File: src/rtl/coloring_search_seq_if.sv
// Host/checker-facing signal bundle for the colouring candidate generator.
// The master side is the host controller plus checker; the slave side is the generator.
interface coloring_search_seq_if #(
    parameter int NUM_VERT   = 6,
    parameter int COLOR_BITS = 2
);
    localparam int CAND_W = NUM_VERT * COLOR_BITS;
    localparam int CNT_W  = CAND_W + 1;

    logic              start_i;
    logic              resume_i;
    logic              mode_i;
    logic              abort_i;
    logic              ok_i;
    logic [CAND_W-1:0] cand_o;
    logic              cand_valid_o;
    logic              busy_o;
    logic              done_o;
    logic              found_o;
    logic [CAND_W-1:0] sol_o;
    logic [CNT_W-1:0]  count_o;

    modport master (
        output start_i, resume_i, mode_i, abort_i, ok_i,
        input  cand_o, cand_valid_o, busy_o, done_o, found_o, sol_o, count_o
    );

    modport slave (
        input  start_i, resume_i, mode_i, abort_i, ok_i,
        output cand_o, cand_valid_o, busy_o, done_o, found_o, sol_o, count_o
    );
endinterface

File: src/rtl/coloring_search_seq.sv
// Sequential candidate generator feeding the combinational 6-vertex colouring checker.
// Walks every colour assignment in ascending order: find-first (with resume) or count-all.
module coloring_search_seq #(
    parameter int NUM_VERT   = 6,
    parameter int COLOR_BITS = 2
) (
    input  logic                 clk,
    input  logic                 rst_n,
    coloring_search_seq_if.slave bus
);
    localparam int CAND_W = NUM_VERT * COLOR_BITS;
    localparam int CNT_W  = CAND_W + 1;
    localparam logic [CAND_W-1:0] CAND_LAST = '1;

    typedef enum logic [1:0] {
        IDLE   = 2'd0,
        SEARCH = 2'd1,
        FINISH = 2'd2
    } state_t;

    state_t            state_q;
    state_t            state_d;
    logic [CAND_W-1:0] cand_q;
    logic [CAND_W-1:0] sol_q;
    logic [CNT_W-1:0]  count_q;
    logic              found_q;
    logic              mode_q;

    logic last_cand;
    logic sol_at_end;
    logic resume_go;
    logic resume_fail;
    logic hit;

    // Candidate increment saturates at all-ones so the search never wraps.
    function automatic logic [CAND_W-1:0] cand_sat_inc(input logic [CAND_W-1:0] v);
        return (v == CAND_LAST) ? v : v + CAND_W'(1);
    endfunction

    function automatic logic [CNT_W-1:0] count_sat_inc(input logic [CNT_W-1:0] v);
        return (v == '1) ? v : v + CNT_W'(1);
    endfunction

    assign last_cand   = (cand_q == CAND_LAST);
    assign sol_at_end  = (sol_q == CAND_LAST);
    // A resume only makes sense after a find-first hit with room left to continue.
    assign resume_go   = found_q && !mode_q && !sol_at_end;
    assign resume_fail = !found_q || sol_at_end;
    assign hit         = (state_q == SEARCH) && bus.ok_i;

    always_ff @(posedge clk or negedge rst_n) begin
        if (!rst_n) begin
            state_q <= IDLE;
        end else begin
            state_q <= state_d;
        end
    end

    always_comb begin
        state_d = state_q;
        unique case (state_q)
            IDLE: begin
                if (bus.start_i) begin
                    state_d = SEARCH;
                end else if (bus.resume_i) begin
                    if (resume_go) begin
                        state_d = SEARCH;
                    end else if (resume_fail) begin
                        state_d = FINISH;
                    end
                end
            end
            SEARCH: begin
                if (bus.abort_i) begin
                    state_d = IDLE;
                end else if (last_cand || (!mode_q && bus.ok_i)) begin
                    state_d = FINISH;
                end
            end
            FINISH:  state_d = IDLE;
            default: state_d = IDLE;
        endcase
    end

    always_comb begin
        bus.busy_o       = 1'b0;
        bus.cand_valid_o = 1'b0;
        bus.done_o       = 1'b0;
        unique case (state_q)
            SEARCH: begin
                bus.busy_o       = 1'b1;
                bus.cand_valid_o = 1'b1;
            end
            FINISH:  bus.done_o = 1'b1;
            default: ;
        endcase
    end

    always_ff @(posedge clk or negedge rst_n) begin
        if (!rst_n) begin
            cand_q  <= '0;
            sol_q   <= '0;
            count_q <= '0;
            found_q <= 1'b0;
            mode_q  <= 1'b0;
        end else begin
            unique case (state_q)
                IDLE: begin
                    if (bus.start_i) begin
                        cand_q  <= '0;
                        count_q <= '0;
                        found_q <= 1'b0;
                        mode_q  <= bus.mode_i;
                    end else if (bus.resume_i) begin
                        if (resume_go) begin
                            cand_q <= cand_sat_inc(sol_q);
                        end else if (resume_fail) begin
                            found_q <= 1'b0;
                        end
                    end
                end
                SEARCH: begin
                    // Abort wins over a verdict arriving in the same cycle.
                    if (bus.abort_i) begin
                        cand_q <= '0;
                    end else if (!mode_q) begin
                        if (hit) begin
                            sol_q   <= cand_q;
                            found_q <= 1'b1;
                        end else if (last_cand) begin
                            found_q <= 1'b0;
                        end else begin
                            cand_q <= cand_sat_inc(cand_q);
                        end
                    end else begin
                        if (hit) begin
                            count_q <= count_sat_inc(count_q);
                            if (!found_q) begin
                                sol_q   <= cand_q;
                                found_q <= 1'b1;
                            end
                        end
                        if (!last_cand) begin
                            cand_q <= cand_sat_inc(cand_q);
                        end
                    end
                end
                default: ;
            endcase
        end
    end

    assign bus.cand_o  = cand_q;
    assign bus.sol_o   = sol_q;
    assign bus.found_o = found_q;
    assign bus.count_o = count_q;

endmodule
File: src/flat_wrapper.sv
// flat-port wrapper written by rule: the top's interface ports become plain ports
module coloring_search_seq_flat 
#(
    parameter int NUM_VERT   = 6,
    parameter int COLOR_BITS = 2
)
  (clk, rst_n, bus_start_i, bus_resume_i, bus_mode_i, bus_abort_i, bus_ok_i, bus_cand_o, bus_cand_valid_o, bus_busy_o, bus_done_o, bus_found_o, bus_sol_o, bus_count_o);
  coloring_search_seq_if #(.NUM_VERT(NUM_VERT), .COLOR_BITS(COLOR_BITS)) bus_i ();
  input  logic clk;
  input  logic rst_n;
  input wire logic [$bits(bus_i.start_i)-1:0] bus_start_i;
  input wire logic [$bits(bus_i.resume_i)-1:0] bus_resume_i;
  input wire logic [$bits(bus_i.mode_i)-1:0] bus_mode_i;
  input wire logic [$bits(bus_i.abort_i)-1:0] bus_abort_i;
  input wire logic [$bits(bus_i.ok_i)-1:0] bus_ok_i;
  output wire logic [$bits(bus_i.cand_o)-1:0] bus_cand_o;
  output wire logic [$bits(bus_i.cand_valid_o)-1:0] bus_cand_valid_o;
  output wire logic [$bits(bus_i.busy_o)-1:0] bus_busy_o;
  output wire logic [$bits(bus_i.done_o)-1:0] bus_done_o;
  output wire logic [$bits(bus_i.found_o)-1:0] bus_found_o;
  output wire logic [$bits(bus_i.sol_o)-1:0] bus_sol_o;
  output wire logic [$bits(bus_i.count_o)-1:0] bus_count_o;
  assign bus_i.start_i = bus_start_i;
  assign bus_i.resume_i = bus_resume_i;
  assign bus_i.mode_i = bus_mode_i;
  assign bus_i.abort_i = bus_abort_i;
  assign bus_i.ok_i = bus_ok_i;
  assign bus_cand_o = bus_i.cand_o;
  assign bus_cand_valid_o = bus_i.cand_valid_o;
  assign bus_busy_o = bus_i.busy_o;
  assign bus_done_o = bus_i.done_o;
  assign bus_found_o = bus_i.found_o;
  assign bus_sol_o = bus_i.sol_o;
  assign bus_count_o = bus_i.count_o;
  coloring_search_seq #(.NUM_VERT(NUM_VERT), .COLOR_BITS(COLOR_BITS)) u_core (.clk(clk), .rst_n(rst_n), .bus(bus_i));
endmodule
File: config.mk
export PLATFORM = sky130hd
export DESIGN_NAME = coloring_search_seq_flat
export DESIGN_NICKNAME = d
export VERILOG_FILES = /design/src/rtl/coloring_search_seq_if.sv /design/src/rtl/coloring_search_seq.sv /design/src/flat_wrapper.sv
export SDC_FILE = /design/constraint.sdc
export NUM_CORES = 1
export LEC_CHECK = 0
export ABC_AREA = 1
export CAP_MARGIN = 10
export CORE_MARGIN = 10
export CORE_UTILIZATION = 50
export DETAILED_ROUTE_END_ITERATION = 16
export PLACE_DENSITY = 0.78
export SETUP_SLACK_MARGIN = 0.15
export SLEW_MARGIN = 25
export SYNTH_ARGS = -nofsm -noshare
export SYNTH_HDL_FRONTEND = slang
export SYNTH_SLANG_ARGS = --single-unit
export TNS_END_PERCENT = 10
File: constraint.sdc
create_clock -name clk -period 1.7 [get_ports clk]
set_input_delay 0.34 -clock clk [delete_from_list [all_inputs] [get_ports clk]]
set_output_delay 0.34 -clock clk [all_outputs]
set_load 0.02 [all_outputs]
; ---- After elaboration in Yosys (flattened, before gate mapping)
; Cells that the tools add are included.
[classes]
n_addsub = 3
n_eq_ne = 20
n_mux = 38
bitwise = 1
reduce_logical = 17
[op_table]
columns = op, n
row1 = 12-bit two-way mux, 12
row2 = 13-bit two-way mux, 5
row3 = 13-bit case mux with 2 select lines, 1
row4 = 12-bit by 1-bit adder with 12-bit output (second input constant), 2
row5 = 12-bit == test (second input constant), 2
row6 = 12-bit case mux with 2 select lines, 1
row7 = 13-bit by 1-bit adder with 13-bit output (second input constant), 1
row8 = 13-bit == test (second input constant), 1
row9 = 2-bit two-way mux, 6
row10 = 3-bit inequality test (second input constant), 4
row11 = 1-bit two-way mux, 11
row12 = 2-bit inequality test (second input constant), 4
row13 = 4-bit AND reduction, 2
row14 = 7-bit AND reduction, 1
row15 = 3-bit by 2-bit inequality test with 1-bit output (second input constant), 2
row16 = 6-bit AND reduction, 1
row17 = 1-bit logical AND, 4
row18 = 2-bit by 1-bit inequality test with 1-bit output (second input constant), 2
row19 = 4-bit by 2-bit inequality test with 1-bit output (second input constant), 1
row20 = 4-bit by 3-bit inequality test with 1-bit output (second input constant), 1
row21 = 2-bit case mux with 2 select lines, 1
row22 = 1-bit logical NOT, 3
row23 = 3-bit by 1-bit inequality test with 1-bit output (second input constant), 1
row24 = 3-bit AND reduction, 1
row25 = other kinds (8), 9
[word_totals]
ff_bits = 41
input_bits = 7
output_inout_bits = 41
wordCells = 85

; ---- Longest topological paths before layout
; Gate-level depths: netlist (run 1).
[logic_depth]
depth_word = 7
ltp_mapped = 11
ltp_nobuf = 10

; ---- Worst setup path after synthesis (run 1)
; OpenSTA, ideal clock, no wires.
[synth_timing]
path_type = register to register
from = reg u_core.count_q[1], in the netlist u_core.bus.count_o[1]
to = reg u_core.count_q[7], in the netlist u_core.bus.count_o[7]
setup_time_ps = 117
arrival_ps = 1617
required_ps = 1583
slack_ps = -34
stages_incl_launch_ff = 10
path_buffers = 1
synth_period_minus_slack_ps = 1734
path_cell_list = dfrtp_1 ha_1 nand2_1 nor2_2 nand4_2 nand2_4 nand2_4 buf_6 nand2_1 nand2_1
[synth_via]
elab_chain_len = 6
elab_cells_between_ends = 9
classes_between = add/sub (1) / eq/ne (2) / mux (5) / reduce/logical (1)
[synth_rtl]
columns = element, line_no
row1 = "start, declared", coloring_search_seq.sv:25  ; logic [CNT_W-1:0] count_q;
row2 = "start signal, assigned", coloring_search_seq.sv:137  ; count_q <= count_sat_inc(count_q);
row3 = 13-bit by 1-bit adder with 13-bit output, coloring_search_seq.sv:41  ; return (v == '1) ? v : v + CNT_W'(1);
row4 = 13-bit two-way mux, coloring_search_seq.sv:41
row5 = 13-bit two-way mux, coloring_search_seq.sv:136  ; if (hit) begin
row6 = 13-bit two-way mux, coloring_search_seq.sv:126  ; end else if (!mode_q) begin
row7 = 13-bit two-way mux, coloring_search_seq.sv:124  ; if (bus.abort_i) begin
row8 = 13-bit case mux with 2 select lines, coloring_search_seq.sv:107  ; unique case (state_q)
; Parallel ways exist; a longest one is shown, timed or not. The select of a mux whose other input is x is not followed.
; A chain may end at the register's enable or synchronous reset.

; ---- Worst setup path in the final report (run 1)
[layout_timing]
from = reg u_core.cand_q[0], in the netlist u_core.bus.cand_o[0]
to = reg u_core.cand_q[0], in the netlist u_core.bus.cand_o[0]
[layout_via]
elab_chain_len = 6
elab_cells_between_ends = 7
classes_between = add/sub (1) / eq/ne (1) / mux (5)
[layout_rtl]
columns = element, line_no
row1 = "start, declared", coloring_search_seq.sv:23  ; logic [CAND_W-1:0] cand_q;
row2 = "start signal, assigned", coloring_search_seq.sv:116  ; cand_q <= cand_sat_inc(sol_q);
row3 = "start signal, assigned", coloring_search_seq.sv:133  ; cand_q <= cand_sat_inc(cand_q);
row4 = "start signal, assigned", coloring_search_seq.sv:144  ; cand_q <= cand_sat_inc(cand_q);
row5 = 12-bit by 1-bit adder with 12-bit output or 12-bit == test (tied branches), "coloring_search_seq.sv:37, coloring_search_seq.sv:44"
row6 = 12-bit two-way mux *, "coloring_search_seq.sv:130, coloring_search_seq.sv:143"
row7 = 12-bit two-way mux, coloring_search_seq.sv:127  ; if (hit) begin
row8 = 12-bit two-way mux *, coloring_search_seq.sv:126
row9 = 12-bit two-way mux *, coloring_search_seq.sv:124
row10 = 12-bit case mux with 2 select lines *, coloring_search_seq.sv:107
; Every way passes the cells marked *; elsewhere a longest branch is shown, timed or not. The select of a mux whose other input is x is not followed.

==> flow_summary.json, run 1 <==
{
  "syn_to_final_growth_pct": 40.4,
  "fin_crit_ns": 1.62,
  "final_layout_size_suffix_gt1_share_pct": 25.1,
  "wl_per_cell_um": 14.9,
  "cts-root-buf": "clkbuf_8",
  "synth_top_area_share_pct": 37.0,
  "drc": 0,
  "power.density_mw_per_mm2": 1330,
  "synth.largest_area_cell": "dfrtp_1",
  "status": "completed",
  "die_y_um": 94.5,
  "cts_max_level": 2,
  "fin_skew_ns": 0.00692,
  "power_w": 0.00519,
  "n_fill_cell": 441,
  "grt_max_degree": 20,
  "hold_path.class": "primary input to asynchronous set/reset pin",
  "fin_setup_tns_ns": 0,
  "rsz0062_at_grt": "true",
  "postRouteAntennaNets": 0,
  "die_w_um": 94.5,
  "ys_types": 32,
  "cp.arrival_ns": 1.81,
  "finalHoldViolCount": 0,
  "crit_type": "register to register",
  "max_freq_ghz": 0.618,
  "diodes": 0,
  "p_leak_nw": 1.95,
  "grt_pass1_wl_um": 13100,
  "path_clk_slew_ns": 0.08,
  "ys.flop_type": "dfrtp_1",
  "power.internal_w": 0.00272,
  "core_area_mm2": 0.00544,
  "synth_area_leaders": "dfrtp_1, nand2_1, nand3_1",
  "worstSetupStartpointType": "register",
  "port_buffers": 47,
  "vias_per_cell": 5.44,
  "p_switching_w": 0.00247,
  "drv_slew": 0,
  "dp_hpwl_um": 5920,
  "syn_inst": 414,
  "maxCapViolCount": 0,
  "synth_fp_nets": 424,
  "tightest_slew_ns": 0.377,
  "max_slew_margin_pct": 74.9,
  "pwr-share-clk_pct": 13.9,
  "worstPathMaxFanout": 6,
  "finalCritPeriodShare_pct": 95.2,
  "clk_latency_ns": 0.30,
  "grt_usage_pct": 17.8,
  "finalSetupViolCount": 0,
  "first_global_vias": 2666,
  "synth_edf_count": 0,
  "ys_seq_area_share_pct": 37.0,
  "first_pass_iters": 5,
  "cts_buffers": 5,
  "tritoncts": "yes",
  "place_area_mm2": 0.00350,
  "drt_first_iter_violations": 310,
  "ys_warn_count": 0,
  "synth_area_per_cell_um2": 6.70,
  "final_cell_mix": "nand2_1, nand3_1, nor2_1, inv_1, dlygate4sd2_1",
  "fin_nets": 500,
  "clock_sinks": 41,
  "vdd_drop_max_v": 0.000954,
  "regArea_mm2": 0.00104,
  "final_design_area_no_fill_mm2": 0.00389,
  "syn_area_mm2": 0.00277,
  "routabilityCongestion": 0.897,
  "start_util_pct": 51.0,
  "swShare_pct": 47.7,
  "seqPwrFrac_pct": 32.7,
  "synth-seq-cells": 41,
  "grt-ovfl-total": 0,
  "die_area_mm2": 0.00892,
  "critical_path_required_ns": 1.89,
  "postSynth.asyncResetShare_pct": 100,
  "end_kind": "register",
  "antenna_found_initial": 0,
  "multi_input_area_mm2": 0.00177,
  "layout_commonest_cell": "nand2_1",
  "wirelength_um": 8370,
  "power_frac_comb_pct": 53.4,
  "ios": 48,
  "vias": 3063,
  "std_cell_rows": 27,
  "cts_buffer_depth": 2
}
## state kept, by name, indices dropped and copies added (netlist names)
| name | flops |
|---|---|
| u_core.state_q | 2 |
| u_core.bus.cand_o | 12 |
| u_core.mode_q | 1 |
| u_core.bus.count_o | 13 |
| u_core.bus.sol_o | 12 |
| u_core.bus.found_o | 1 |
## worst max-delay path, stage by stage (launching register included)
cell and delay, ns:
dfrtp_2 0.42, ha_2 0.20, nand2_2 0.11, nor2_4 0.06, nand3_2 0.10, nand2_1 0.10, nand2_4 0.08, nand3_4 0.14
clkbuf_16 0.21, nand2_1 0.05, nand2_1 0.05
## per-layer routing
metal	vias to the layer above	GRT usage [%]	routed length (um)
met1	1421	24.8	3560
met4	0	4.74	146
met3	19	3.97	635
met2	141	27.3	4030
li1	1482	-	-
met5	-	0	0
## cell families (layout without fill, tap and decap cells)
| kind of cell | Yosys count | count (layout) | share of synthesized area [%] |
|---|---|---|---|
| muxes | 1 | 1 | 0.406 |
| xor gates and xnor gates | 7 | 7 | 2.21 |
| buffers and inverters | 55 | 131 | 8.21 |
| adders and majority gates | 3 | 3 | 1.35 |
| DFF | 41 | 41 | 37.0 |
| and+or+nand+nor | 264 | 265 | 42.3 |
| AOI/OAI and AO/OA | 43 | 43 | 8.48 |
## stage by stage
stage	hold slack, ns	setup WS [ns]	std cells	util [%]
after floorplan	0.0444	0.131	414	-
after global placement	0.266	-0.0393	545	64.3
after detailed placement	0.274	-0.0686	545	64.3
after CTS	0.495	0.116	554	66.0
after global routing	0.528	-0.0135	563	71.6
final	0.484	0.0817	563	71.6
## layout make-up
class	count	area share (%)
Multi-Input combinational cell	319	45.3
Sequential cell	41	26.7
Timing Repair Buffer	77	18.4
Inverter	45	4.53
Clock buffer	7	2.47
Tap cell	72	2.31
Timing Repair inverter	1	0.161
Clock inverter	1	0.129
## Yosys cell counts, types with 4 or more instances
cell type,instances
nand2_1,150
dfrtp_1,41
nand3_1,41
nor2_1,41
inv_1,37
o21ai_1,20
o21ai_0,12
nand4_1,11
inv_2,7
xor2_1,6
buf_2,5
a21oi_1,4
nor3_1,4
## timing repair
item / in CTS / in global routing
cloned: 0 / 3
gates resized for setup: 58 / 70
pin swaps: 4 / 16
hold endpoints to repair: 13 / 0
buffers inserted: 0 / 6
endpoints found under the setup margin: 67 / 46
hold buffers: 1 / 0
## final timing paths
| kind | slack (ns) | startpoint | to | cells past startpoint |
|---|---|---|---|---|
| setup / recovery | 0.08 | u_core.bus.cand_o[0] | u_core.bus.cand_o[0] | 10 |
| hold / removal | 0.48 | rst_n | u_core.bus.sol_o[5] | 2 |
| setup reg to reg | 0.08 | u_core.bus.cand_o[0] | u_core.bus.cand_o[0] | 10 |
| hold reg to reg | 0.55 | u_core.bus.count_o[11] | u_core.bus.count_o[11] | 2 |
| max in group asynchronous | 0.61 | rst_n | u_core.bus.cand_o[5] | 3 |
| min in group clk | 0.55 | u_core.bus.count_o[11] | u_core.bus.count_o[11] | 2 |
## power by group through the flow
stage	Sequential [W]	Clock [W]	Combinational, W
final	0.00170	0.000724	0.00277
after global routing	0.00174	0.000777	0.00304
after CTS	0.00163	0.000731	0.00228
after detailed placement	0.00166	0	0.00238
after global placement	0.00165	0	0.00234
after floorplan	0.00186	0	0.00116
No activity file was read; power rests on OpenSTA's default activity.
==> inputs of run 2 (changes only) <==
- CORE_ASPECT_RATIO: unset -> 1.25
- CORE_MARGIN: 10 -> 4
==> flow_summary.json, run 2 (synthesis gave the netlist of run 1 again) <==
{
  "diodes": 0,
  "finalHoldViolCount": 0,
  "fin_nets": 500,
  "tightest_slew_ns": 0.598,
  "die_w_um": 74.6,
  "max_slew_margin_pct": 60.1,
  "clk_latency_ns": 0.30,
  "std_cell_rows": 30,
  "cts_max_level": 2,
  "tritoncts": "yes",
  "final_layout_size_suffix_gt1_share_pct": 19.1,
  "n_fill_cell": 493,
  "wl_per_cell_um": 13.3,
  "rsz0062_at_grt": "true",
  "status": "completed",
  "core_area_mm2": 0.00541,
  "fin_crit_ns": 1.54,
  "die_y_um": 91.3,
  "syn_to_final_growth_pct": 33.0,
  "grt_max_degree": 27,
  "cpLargestDelayFamily": "buffers and inverters",
  "largest_reg_flops": 13,
  "grt_usage_pct": 23.0,
  "routabilityCongestion": 0.935,
  "multi_input_area_mm2": 0.00165,
  "drc": 0,
  "clock_sinks": 41,
  "crit_slowest_cell": "dfrtp_2",
  "cp_cell_sequence": "buf_4 -> dlygate4sd2_1",
  "vias": 2928,
  "postRouteAntennaNets": 0,
  "finalCritPeriodShare_pct": 90.3,
  "first_pass_iters": 4,
  "slowest_delay_ns": 0.44,
  "utilization_pct": 68.2,
  "crit_type": "register to primary output",
  "p_leak_nw": 1.84,
  "antenna_found_initial": 0,
  "cts-root-buf": "clkbuf_8",
  "hold_path.class": "primary input to asynchronous set/reset pin",
  "vias_per_cell": 5.28,
  "critical_path.startpoint": "u_core.bus.count_o[1]",
  "start_util_pct": 51.3,
  "worstSetupStartpointType": "register",
  "drt_first_iter_violations": 165,
  "cts_buffers": 5,
  "end_kind": "primary output",
  "path_clk_slew_ns": 0.08,
  "cts_buffer_depth": 2,
  "fin_skew_ns": 0.0101,
  "first_global_vias": 2750,
  "layout_commonest_cell": "nand2_1",
  "port_buffers": 47,
  "critical_path_required_ns": 1.36,
  "max_freq_ghz": 0.651,
  "ios": 48,
  "maxCapViolCount": 0,
  "finalSetupViolCount": 0,
  "worstPathMaxFanout": 3,
  "regArea_mm2": 0.00104,
  "place_ws_ns": -0.0746,
  "critPathBufInv": 2,
  "grt_pass1_wl_um": 12500,
  "hold_ws_ns": 0.0369,
  "vdd_drop_max_v": 0.00111,
  "die_area_mm2": 0.00681,
  "drv_slew": 0,
  "dp_hpwl_um": 5620,
  "wirelength_um": 7400,
  "cp.arrival_ns": 1.20,
  "fin_ws_ns": 0.164,
  "power.density_mw_per_mm2": 1260,
  "r2r_start": "u_core.bus.sol_o[0]",
  "final_cell_mix": "nand2_1, nand3_1, dlygate4sd2_1, inv_1, nor2_1",
  "grt-ovfl-total": 0
}
-- run 2: cell count changes in the layout (fill, tap and decap cells not counted), moves of 3 or more --
cell | previous run | this run
buf_4 | 21 | 29
buf_6 | 5 | 2
clkdlybuf4s15_1 | 3 | 0
dlygate4sd2_1 | 35 | 39
nand2_1 | 121 | 146
nand2_2 | 22 | 4
nand2_4 | 11 | 3
nor2_1 | 37 | 33
nor2_2 | 4 | 7
o21ai_1 | 16 | 19
o21ai_2 | 7 | 4
-- run 2: worst paths after layout --
check                                             end  slack [ns]  cells after the start
min in group clk                 u_core.bus.cand_o[5]        0.53                      2
worst min register to register   u_core.bus.cand_o[5]        0.53                      2
worst max register to register   u_core.bus.cand_o[8]        0.19                     11
max in group asynchronous        u_core.bus.cand_o[4]        1.06                      2
worst min-delay path            u_core.bus.count_o[6]        0.04                      1
worst max-delay path                   bus_count_o[1]        0.16                      2
-- run 2: cell type report --
cell class                      count  share of cell area (%)
Clock buffer                        6                    1.97
Clock inverter                      2                   0.271
Inverter                           45                    4.65
Multi-Input combinational cell    318                    44.7
Sequential cell                    41                    28.2
Tap cell                           64                    2.17
Timing Repair Buffer               79                    18.1
-- run 2: report_power, final --
group          switching [W]  total [W]  internal [W]
Combinational        0.00147    0.00240      0.000927
Sequential          0.000362    0.00161       0.00125
Clock               0.000342   0.000627      0.000285
-- run 2: through the flow --
step	area, um^2	setup TNS, ns	std cells	total power (W)
finish	3690	0	555	0.00463
global route	3690	0	555	0.00501
CTS	3560	0	546	0.00456
detailed placement	3500	-1.04	538	0.00406
global placement	3500	-0.433	538	0.00401
floorplan	2820	0	414	0.00302
-- run 2: routing by layer --
metal | vias to the layer above | part of all wire (%) | track usage, %
met5 | - | 0 | 0
met2 | 78 | 52 | 38.7
met3 | 12 | 4.6 | 3.21
met4 | 0 | 1.7 | 7.12
met1 | 1363 | 42 | 29.8
li1 | 1475 | - | -
-- run 2: what timing repair did --
action                                  4_1_cts  5_1_grt
gates resized for setup                      56       19
hold buffers                                  0        0
setup buffers                                 0        9
hold endpoints to repair                      0        0
pin swaps                                     3        5
endpoints found under the setup margin       67       40
==> inputs of run 3 (changes only) <==
--- a/config.mk
+++ b/config.mk
@@ -11,5 +11,5 @@
 export CORE_MARGIN = 4
-export CORE_UTILIZATION = 50
+export CORE_UTILIZATION = 53
 export DETAILED_ROUTE_END_ITERATION = 16
-export PLACE_DENSITY = 0.78
+export PLACE_DENSITY = 0.82
 export SETUP_SLACK_MARGIN = 0.15
==> constraint.sdc (replaced) <==
create_clock -name clk -period 1.7 [get_ports clk]
set_input_delay 0.425 -clock clk [delete_from_list [all_inputs] [get_ports clk]]
set_output_delay 0.425 -clock clk [all_outputs]
set_load 0.02 [all_outputs]
==> flow_summary.json, run 3 (synthesis gave the netlist of run 1 again) <==
{
  "ios": 48,
  "postRouteAntennaNets": 0,
  "hold_ws_ns": 0.149,
  "seqPwrFrac_pct": 31.2,
  "die_w_um": 72.7,
  "final_cell_mix": "nand2_1, inv_1, nor2_1, nand3_1, dfrtp_1",
  "worstSetupStartpointType": "register",
  "wirelength_um": 8040,
  "drv_slew": 0,
  "cp.arrival_ns": 1.85,
  "grt_pass1_wl_um": 12600,
  "worstPathMaxFanout": 6,
  "die_y_um": 88.9,
  "power_frac_comb_pct": 50.9,
  "multi_input_area_mm2": 0.00168,
  "core_area_mm2": 0.00508,
  "swShare_pct": 44.7,
  "drc": 0,
  "wl_per_cell_um": 14.4,
  "largest_reg_flops": 13,
  "vdd_drop_max_v": 0.000882,
  "path_clk_slew_ns": 0.09,
  "power.internal_w": 0.00292,
  "routabilityCongestion": 0.904,
  "finalHoldViolCount": 0,
  "vias": 3084,
  "reg2reg_to": "u_core.bus.count_o[11]",
  "fin_nets": 507,
  "finalSetupViolCount": 0,
  "dp_hpwl_um": 5770,
  "drt_first_iter_violations": 213,
  "utilization_pct": 75.9,
  "start_util_pct": 54.6,
  "grt-ovfl-total": 0,
  "cts_max_level": 2,
  "cts-root-buf": "clkbuf_8",
  "pwr-share-clk_pct": 17.9,
  "cts_buffers": 5,
  "fin_setup_tns_ns": 0,
  "p_switching_w": 0.00236,
  "power.density_mw_per_mm2": 1370,
  "die_area_mm2": 0.00646,
  "end_kind": "register",
  "final_layout_size_suffix_gt1_share_pct": 23.3,
  "vias_per_cell": 5.51,
  "tightest_slew_ns": 0.673,
  "critical_path_required_ns": 1.89,
  "finalCritPeriodShare_pct": 97.3,
  "n_fill_cell": 378,
  "fin_skew_ns": 0.00770,
  "fin_crit_ns": 1.65,
  "grt_usage_pct": 24.8,
  "rsz0062_at_grt": "true",
  "cts_buffer_depth": 2,
  "clk_latency_ns": 0.30,
  "std_cell_rows": 29,
  "instances_no_fill": 560,
  "tritoncts": "yes",
  "p_leak_nw": 1.84,
  "r2r_start": "u_core.state_q[1]",
  "hold_path.class": "primary input to asynchronous set/reset pin",
  "first_pass_iters": 5,
  "clock_sinks": 41,
  "syn_to_final_growth_pct": 39.0,
  "antenna_found_initial": 0,
  "r2r_slack_ns": 0.05,
  "port_buffers": 47,
  "max_freq_ghz": 0.604,
  "reg2reg_depth": 10,
  "grt_max_degree": 29,
  "cts_hold_buf": 0,
  "regArea_mm2": 0.00104,
  "dp.cells": 539,
  "layout_commonest_cell": "nand2_1",
  "crit_type": "register to register",
  "status": "completed",
  "first_global_vias": 2811,
  "max_slew_margin_pct": 55.1,
  "diodes": 0,
  "maxCapViolCount": 0
}
[run 3: worst max path at each step]
stage	start	endpoint	slack (ns)	cells past startpoint
finish	u_core.state_q[1]	u_core.bus.count_o[11]	0.05	10
global route	u_core.state_q[1]	u_core.bus.count_o[10]	-0.03	10
CTS	u_core.state_q[1]	u_core.bus.count_o[11]	0.1	10
detailed placement	bus_start_i	u_core.bus.count_o[3]	-0.20	9
global placement	bus_abort_i	u_core.bus.sol_o[3]	-0.17	7
floorplan	u_core.bus.cand_o[1]	u_core.bus.cand_o[0]	0.13	11
[run 3: what timing repair did]
action	CTS	global route
setup buffers	1	11
pin swaps	4	14
gates cloned	0	1
setup endpoints to repair	79	64
resized for setup	68	59
[run 3: layout make-up]
class                           count  area share (%)
Clock buffer                        5            1.79
Tap cell                           62            2.01
Sequential cell                    41            26.9
Inverter                           45            4.51
Multi-Input combinational cell    319            43.6
Timing Repair Buffer               85            19.4
Clock inverter                      3            1.69
[run 3: critical path, stage by stage, from the launching register on]
cell	delay [ns]
dfrtp_1	0.40
inv_2	0.10
nand2_4	0.05
buf_6	0.12
nor2_4	0.16
nor2_4	0.06
nor3_4	0.23
nand2_4	0.15
buf_6	0.16
nand3_2	0.05
nand2_1	0.05
[run 3: power groups by stage]
| stage | sequential (W) | combinational (W) | clock [W] |
|---|---|---|---|
| 4_1_cts | 0.00162 | 0.00233 | 0.000944 |
| 3_5_place_dp | 0.00164 | 0.00240 | 0 |
| 2_1_floorplan | 0.00186 | 0.00116 | 0 |
| 3_3_place_gp | 0.00163 | 0.00235 | 0 |
| 6_report | 0.00165 | 0.00269 | 0.000946 |
| 5_1_grt | 0.00169 | 0.00293 | 0.000987 |
[run 3: layer usage]
layer / up-vias / GRT usage (%) / routed length (um)
met1: 1458 / 29.9 / 3270
met2: 117 / 43.2 / 4140
li1: 1489 / - / -
met5: - / 0 / 0
met4: 0 / 10.4 / 185
met3: 20 / 4.32 / 446
[run 3: stage by stage]
stage / worst slack [ns] / instance area [um^2] / total power (W)
finish: 0.0456 / 3850 / 0.00528
global placement: -0.167 / 3520 / 0.00398
global route: -0.0255 / 3850 / 0.00560
detailed placement: -0.201 / 3520 / 0.00404
CTS: 0.0988 / 3660 / 0.00489
floorplan: 0.131 / 2820 / 0.00302
